--- config.mk ---
export PLATFORM = sky130hd
export DESIGN_NAME = i2s_rx
export DESIGN_NICKNAME = d
export VERILOG_FILES = /design/src/rtl/i2s_rx.sv
export SDC_FILE = /design/constraint.sdc
export NUM_CORES = 1
export LEC_CHECK = 0
export ABC_AREA = 1
export CAP_MARGIN = 20
export CELL_PAD_IN_SITES_DETAIL_PLACEMENT = 1
export CELL_PAD_IN_SITES_GLOBAL_PLACEMENT = 1
export CORE_MARGIN = 2
export CORE_UTILIZATION = 46
export CTS_CLUSTER_DIAMETER = 100
export DETAILED_ROUTE_END_ITERATION = 8
export PLACE_DENSITY = 0.9
export SLEW_MARGIN = 20
export SYNTH_ARGS = -nofsm -noshare
export SYNTH_HDL_FRONTEND = slang
export SYNTH_SLANG_ARGS = --single-unit
--- constraint.sdc ---
create_clock -name MasterCLK -period 2.4 [get_ports MasterCLK]
set_input_delay 0.48 -clock MasterCLK [delete_from_list [all_inputs] [get_ports MasterCLK]]
set_output_delay 0.48 -clock MasterCLK [all_outputs]
set_load 0.01 [all_outputs]
--- src/rtl/i2s_rx.sv ---
// i2s_rx: Philips-format I2S receiver. Oversamples the serial link on MasterCLK,
// assembles {left, right} 16-bit frames and queues them in a show-ahead FIFO.
module i2s_rx #(
  parameter int FIFO_DEPTH  = 4,
  parameter int SYNC_STAGES = 2
) (
  input  logic        MasterCLK,
  input  logic        Reset,
  input  logic        I2S_CLK,
  input  logic        I2S_WS,
  input  logic        I2S_DATA,
  output logic [31:0] OutputData,
  output logic        OutputValid,
  input  logic        OutputRead,
  input  logic        ClearFlags,
  output logic        Overflow,
  output logic        FrameError
);

  localparam int AW = $clog2(FIFO_DEPTH);
  localparam int PW = AW + 1;

  typedef enum logic [1:0] {IDLE, SYNC, RUN} state_t;

  logic [SYNC_STAGES-1:0] clk_sync_q, clk_sync_d;
  logic [SYNC_STAGES-1:0] ws_sync_q, ws_sync_d;
  logic [SYNC_STAGES-1:0] data_sync_q, data_sync_d;
  logic clk_prev_q, clk_prev_d;
  logic bit_evt_q, bit_evt_d;
  logic ws_bit_q, ws_bit_d;
  logic data_bit_q, data_bit_d;

  state_t      state_q, state_d;
  logic        ws_last_q, ws_last_d;
  logic [15:0] shift_q, shift_d;
  logic [4:0]  bit_cnt_q, bit_cnt_d;
  logic [15:0] left_hold_q, left_hold_d;
  logic        left_ok_q, left_ok_d;

  logic [31:0]   mem_q [FIFO_DEPTH];
  logic [31:0]   mem_d [FIFO_DEPTH];
  logic [PW-1:0] wr_ptr_q, wr_ptr_d;
  logic [PW-1:0] rd_ptr_q, rd_ptr_d;
  logic          overflow_q, overflow_d;
  logic          frame_err_q, frame_err_d;

  logic        ws_change;
  logic [15:0] word;
  logic        push;
  logic        frame_err_set;
  logic        empty;
  logic        full;
  logic        pop;
  logic        wr_en;
  logic        overflow_set;

  // The event is registered together with the sampled WS/DATA so the FSM sees all three aligned.
  always_comb begin
    clk_sync_d  = {clk_sync_q[SYNC_STAGES-2:0], I2S_CLK};
    ws_sync_d   = {ws_sync_q[SYNC_STAGES-2:0], I2S_WS};
    data_sync_d = {data_sync_q[SYNC_STAGES-2:0], I2S_DATA};
    clk_prev_d  = clk_sync_q[SYNC_STAGES-1];
    bit_evt_d   = clk_sync_q[SYNC_STAGES-1] & ~clk_prev_q;
    ws_bit_d    = bit_evt_d ? ws_sync_q[SYNC_STAGES-1] : ws_bit_q;
    data_bit_d  = bit_evt_d ? data_sync_q[SYNC_STAGES-1] : data_bit_q;
  end

  always_ff @(posedge MasterCLK or negedge Reset) begin
    if (!Reset) begin
      clk_sync_q  <= '0;
      ws_sync_q   <= '0;
      data_sync_q <= '0;
      clk_prev_q  <= 1'b0;
      bit_evt_q   <= 1'b0;
      ws_bit_q    <= 1'b0;
      data_bit_q  <= 1'b0;
    end else begin
      clk_sync_q  <= clk_sync_d;
      ws_sync_q   <= ws_sync_d;
      data_sync_q <= data_sync_d;
      clk_prev_q  <= clk_prev_d;
      bit_evt_q   <= bit_evt_d;
      ws_bit_q    <= ws_bit_d;
      data_bit_q  <= data_bit_d;
    end
  end

  assign ws_change = (ws_bit_q != ws_last_q);
  assign word      = {shift_q[14:0], data_bit_q};

  // The bit at a WS change is the LSB of the word that is ending, so it closes the word.
  always_comb begin
    state_d       = state_q;
    ws_last_d     = ws_last_q;
    shift_d       = shift_q;
    bit_cnt_d     = bit_cnt_q;
    left_hold_d   = left_hold_q;
    left_ok_d     = left_ok_q;
    push          = 1'b0;
    frame_err_set = 1'b0;
    if (bit_evt_q) begin
      ws_last_d = ws_bit_q;
      case (state_q)
        IDLE: state_d = SYNC;
        SYNC: begin
          if (ws_change) begin
            bit_cnt_d = '0;
            state_d   = RUN;
          end
        end
        RUN: begin
          if (ws_change) begin
            bit_cnt_d = '0;
            if (bit_cnt_q == 5'd15) begin
              if (!ws_last_q) begin
                left_hold_d = word;
                left_ok_d   = 1'b1;
              end else if (left_ok_q) begin
                push      = 1'b1;
                left_ok_d = 1'b0;
              end
            end else begin
              frame_err_set = 1'b1;
              left_ok_d     = 1'b0;
            end
          end else begin
            shift_d   = word;
            bit_cnt_d = (bit_cnt_q == 5'd17) ? bit_cnt_q : bit_cnt_q + 5'd1;
          end
        end
        default: state_d = IDLE;
      endcase
    end
  end

  always_ff @(posedge MasterCLK or negedge Reset) begin
    if (!Reset) begin
      state_q     <= IDLE;
      ws_last_q   <= 1'b0;
      shift_q     <= '0;
      bit_cnt_q   <= '0;
      left_hold_q <= '0;
      left_ok_q   <= 1'b0;
    end else begin
      state_q     <= state_d;
      ws_last_q   <= ws_last_d;
      shift_q     <= shift_d;
      bit_cnt_q   <= bit_cnt_d;
      left_hold_q <= left_hold_d;
      left_ok_q   <= left_ok_d;
    end
  end

  assign empty = (wr_ptr_q == rd_ptr_q);
  assign full  = (wr_ptr_q[AW] != rd_ptr_q[AW]) && (wr_ptr_q[AW-1:0] == rd_ptr_q[AW-1:0]);
  assign pop   = OutputRead & ~empty;

  // A pop in the same cycle frees the slot, so a push into a full FIFO still lands.
  always_comb begin
    wr_en        = push & (~full | pop);
    overflow_set = push & full & ~pop;
    wr_ptr_d     = wr_en ? wr_ptr_q + 1'b1 : wr_ptr_q;
    rd_ptr_d     = pop ? rd_ptr_q + 1'b1 : rd_ptr_q;
    for (int i = 0; i < FIFO_DEPTH; i++) begin
      mem_d[i] = mem_q[i];
    end
    if (wr_en) begin
      mem_d[wr_ptr_q[AW-1:0]] = {left_hold_q, word};
    end
    overflow_d  = overflow_set | (overflow_q & ~ClearFlags);
    frame_err_d = frame_err_set | (frame_err_q & ~ClearFlags);
  end

  always_ff @(posedge MasterCLK or negedge Reset) begin
    if (!Reset) begin
      wr_ptr_q    <= '0;
      rd_ptr_q    <= '0;
      overflow_q  <= 1'b0;
      frame_err_q <= 1'b0;
      for (int i = 0; i < FIFO_DEPTH; i++) begin
        mem_q[i] <= '0;
      end
    end else begin
      wr_ptr_q    <= wr_ptr_d;
      rd_ptr_q    <= rd_ptr_d;
      overflow_q  <= overflow_d;
      frame_err_q <= frame_err_d;
      for (int i = 0; i < FIFO_DEPTH; i++) begin
        mem_q[i] <= mem_d[i];
      end
    end
  end

  assign OutputData  = empty ? '0 : mem_q[rd_ptr_q[AW-1:0]];
  assign OutputValid = ~empty;
  assign Overflow    = overflow_q;
  assign FrameError  = frame_err_q;

endmodule

# == Word level (Yosys, flattened, before mapping) ==
# Cells that the tools add are included.
# word_totals
out_inout_bits,35
inputBits,7
register_bits,186
elab_cells,91
# op_classes
muxes,25
n_bitwise,20
n_eq_ne,10
addsub,3
order_cmp,3
n_reduce_logical,9
# op_table
operator,n
$bwmux 128,1
$mux 32,4
$bmux 32 s2,1
$demux 32 s2,1
$mux 5,3
$mux 1,12
$pmux 5 s2,1
$reduce_and 3->1,3
$not 1->1,8
$and 1x1->1,7
$add 3x1->3 const B,2
$ge 3x3->1 const B,2
$not 2->3,2
$pmux 2 s3,1
$add 5x1->5 const B,1
$eq 5x4->1 const B,1
$eq 5x5->1 const B,1
$reduce_and 5->1,1
$reduce_and 4->1,1
$eq 3x3->1,1
$lt 3x1->1 const B,1
$ne 3x3->1 const B,1
$or 1x1->1,3
$eq 2x1->1 const B,1
other kinds (8),10

# == Depth between registers and ports, before layout ==
# logic_depth
depth_word,9
mapped_depth,11
mapped_depth_nobuf,9

# == Worst setup path after synthesis ==
# OpenSTA, ideal clock, no wires.
# synth_timing
path_type,register -> output
from,register rd_ptr_q[0]
to,output port OutputData[0]
arrival_time_ns,1.350
path_slack_ns,0.570
t_required_ns,1.920
n_path_buf,2
stages_incl_launch_ff,8
path_cell_list,dfrtp_1 inv_1 clkbuf_1 clkbuf_1 nor2_1 o22ai_1 nand2_1 inv_1
# synth_via
elab_chain_cells,5
# synth_rtl
element,line,source
start: declaration,43,"logic [PW-1:0] rd_ptr_q, rd_ptr_d;"
start signal: assignment,185,rd_ptr_q <= rd_ptr_d;
$not 2->3 (implied by the code),194,assign OutputData = empty ? '0 : mem_q[rd_ptr_q[AW-1:0]];
$bmux 32 s2,194,
$mux 32 (implied by the code) (2 in series),194,
$mux 32 *,194,
end: declaration,12,"output logic [31:0] OutputData,"
# Every way passes the cells marked *; elsewhere a longest branch is shown, timed or not. The select of a mux whose other input is x is not followed.

# == Worst setup path in the final report ==
# layout_timing
from,register rd_ptr_q[0]
to,output port OutputData[22]
# Same word-level chain as after synthesis.

==> impl_metrics.tcl <==
set metrics [dict create \
    vias 8681 \
    fin_util 0.557 \
    synth.avg_cell_area_sq_um 8.15 \
    clkSlewWorstSetupHoldPaths_ps 70 \
    slowest_stage "dfrtp_2" \
    ctsHtreeMaxLevel 4 \
    core-area_sq_mm 0.0188 \
    cts_tree "done" \
    insertion_delay_ps 470 \
    ir_drop_uv 561 \
    drv_cap 0 \
    clockRootBuffer "clkbuf_16" \
    clockBufferDepth 2 \
    start_util 0.472 \
    grt_pass1_vias 9269 \
    yosys_warnings 0 \
    rsz0062_at_grt "yes" \
    grtUsageTotal 0.334 \
    fin_worst_skew_ps 22.3 \
    nFillCells 2195 \
    fin_cells 1369 \
    required_ps 1920 \
    ys_types 23 \
    most-common-layout-cells "358 x nand2_1, 182 x dfrtp_1, 132 x nand4_1" \
    cts_buffers 17 \
    routed_wl_um 32700 \
    numPortBuffers 41 \
    crit_cells 10 \
    hold_viol 0 \
    final_nets 1137 \
    rows 50 \
    fmax_mhz 407 \
    antenna_found_initial 0 \
    yosys_register_bits 186 \
    grt-ovfl-total 0 \
    critPathLaunch "rd_ptr_q[0]$_DFFE_PN0P_" \
    p_leak_nw 5.66 \
    crit_path_frequent_cell "nand2_4" \
    gp_congestion 0.822 \
    period_needed_ps 2460 \
    crit_type "reg2out" \
    fp.dieArea_sq_mm 0.0204 \
    cp_max_fo 6 \
    fin_ws_ps -56.1 \
    dp_cells 1322 \
    powerDensity_mw_per_mm2 635 \
    slew_headroom 0.573 \
    min_path_type "reg2reg" \
    r2r_slack_ps 180 \
    critPathMaxStageDelay_ps 460 \
    multiInputGateArea_sq_mm 0.00364 \
    dp_hpwl_um 17800 \
    worstSetupEndpoint "OutputData[22]" \
    drt-pass1-iter-count 5 \
    fp.dieH_um 143 \
    path_buf_inv 5 \
    die_x_um 143 \
    crit_chain "buf_12, nand2_4, nand2_4, nor2_4, nand2_4, buf_6, buf_8, nand2_1, inv_1, buf_2" \
    seq_area_sq_mm 0.00466 \
    ys_seq_area_frac 0.526 \
    critPathTopFamily "buffers and inverters" \
    timing.rr.end "mem_q[20]$_DFFE_PN0P_" \
    worstReg2RegStart "bit_cnt_q[0]$_DFFE_PN0P_" \
    synthCells 1086 \
    num_io_pins 42 \
    setup_viol_count_final 11 \
    final_common_cell "nand2_1" \
    synthesis.nets 1101 \
    wl_per_cell_um 23.9 \
    violations "setup timing" \
    cp-end-kind "primary output" \
    syn_to_final_growth_pct 18.1 \
    status "finished, violations left" \
    grt_max_degree 57 \
    layout-drive-gt1-share 0.155 \
    n_antenna_cell 0 \
    r2r_cells 11 \
    drc 0 \
    arrival_ps 1980 \
    holdWs_ps 355 \
    grt_pass1_wl_um 51200 \
    drt_iter0_markers 788 \
    vias_per_cell 6.34 \
    ant_nets 0 \
    drv_slew 0 \
    critPathLaunchType "flip-flop" \
    tightest_slew_ps 641 \
    cts.sinks 186 \
    min_period_over_period 1.02 \
    syn_area_sq_mm 0.00886 \
]
[where the power goes]
group          leakage (nW)  internal (mW)  total (mW)  switching [mW]
logic                  2.83         0.0907       0.328           0.237
registers              2.56           3.24        3.43           0.194
clock network         0.273           1.47        2.88            1.42
total                  5.66           4.80        6.64            1.85
[area by class of cell]
class                      count  area share
inverter                      62      0.0225
multi-input combinational    753       0.348
clock buffer                  17      0.0407
sequential                   186       0.445
clock inverter                15      0.0148
timing repair buffer         102       0.101
tap                          234      0.0280
[cells in the mapped netlist (all sizes together)]
cell type  instances  share of area
nor2              82          0.036
o22ai             33          0.023
ha                 8          0.011
clkbuf            31          0.013
nand4            132          0.093
inv               62          0.026
nor3               1        0.00056
dfrtp            186           0.53
nand2            378           0.16
a21oi              5         0.0028
o21ai             94          0.053
nand3             18          0.012
xnor2              2         0.0020
buf               54          0.039
[stage by stage]
| step | TNS, ps | area [sq um] | worst slack (ps) | total power, mW |
|---|---|---|---|---|
| final | -487 | 10500 | -56.1 | 6.64 |
| after CTS | -529 | 10400 | -43.3 | 6.63 |
| after detailed placement | 0 | 9610 | 44.9 | 3.79 |
| after floorplan | 0 | 8860 | 570 | 3.57 |
| after global placement | 0 | 9610 | 147 | 3.76 |
| after global routing | -1010 | 10500 | -90.7 | 6.84 |
[cell families after synthesis]
| group | share of synthesized area |
|---|---|
| buffers and inverters | 0.0781 |
| XOR/XNOR | 0.00198 |
| adder cells (fa/ha/maj) | 0.0113 |
| AO/OA/AOI/OAI | 0.0793 |
| AND/OR/NAND/NOR | 0.304 |
| flip-flops | 0.526 |
[worst min-delay path by stage]
stage / startpoint / end / cells past startpoint
finish: data_sync_q[0]$_DFF_PN0_ / data_sync_q[1]$_DFF_PN0_ / 0
global route: data_sync_q[0]$_DFF_PN0_ / data_sync_q[1]$_DFF_PN0_ / 0
CTS: data_sync_q[0]$_DFF_PN0_ / data_sync_q[1]$_DFF_PN0_ / 0
detailed placement: ws_sync_q[0]$_DFF_PN0_ / ws_sync_q[1]$_DFF_PN0_ / 0
global placement: data_sync_q[0]$_DFF_PN0_ / data_sync_q[1]$_DFF_PN0_ / 0
floorplan: Reset / FrameError$_DFF_PN0_ / 0
[timing repair]
item	CTS	global route
pin swaps	6	4
hold endpoints to repair	13	0
setup endpoints to repair	33	162
setup buffers	9	1
gates resized for setup	189	23
gates cloned	4	1
hold buffers	1	0
[layer usage]
metal  GRT usage  share of wire
met4       0.229          0.061
met2       0.544           0.49
met1       0.389           0.37
met5           0              0
met3      0.0822          0.082
[worst reg2reg max path: cells and delay by family, from the launching register on]
| kind | cells | cell delay, ps |
|---|---|---|
| simple gates | 7 | 820 |
| fa+ha+maj | 2 | 430 |
| buf+inv | 2 | 430 |
| flops | 1 | 440 |
[registers in the layout, summed over array words and instances, names as in the netlist]
| register | flops |
|---|---|
| Overflow | 1 |
| ws_sync_q | 2 |
| bit_cnt_q | 5 |
| ws_last_q | 1 |
| ws_bit_q | 1 |
| rd_ptr_q | 3 |
| mem_q | 128 |
| bit_evt_q | 1 |
| wr_ptr_q | 3 |
| left_ok_q | 1 |
| clk_sync_q | 2 |
| FrameError | 1 |
| state_q | 2 |
| left_hold_q | 16 |
| shift_q | 15 |
| data_sync_q | 2 |
| data_bit_q | 1 |
| clk_prev_q | 1 |
(Power assumes the default switching activity.)
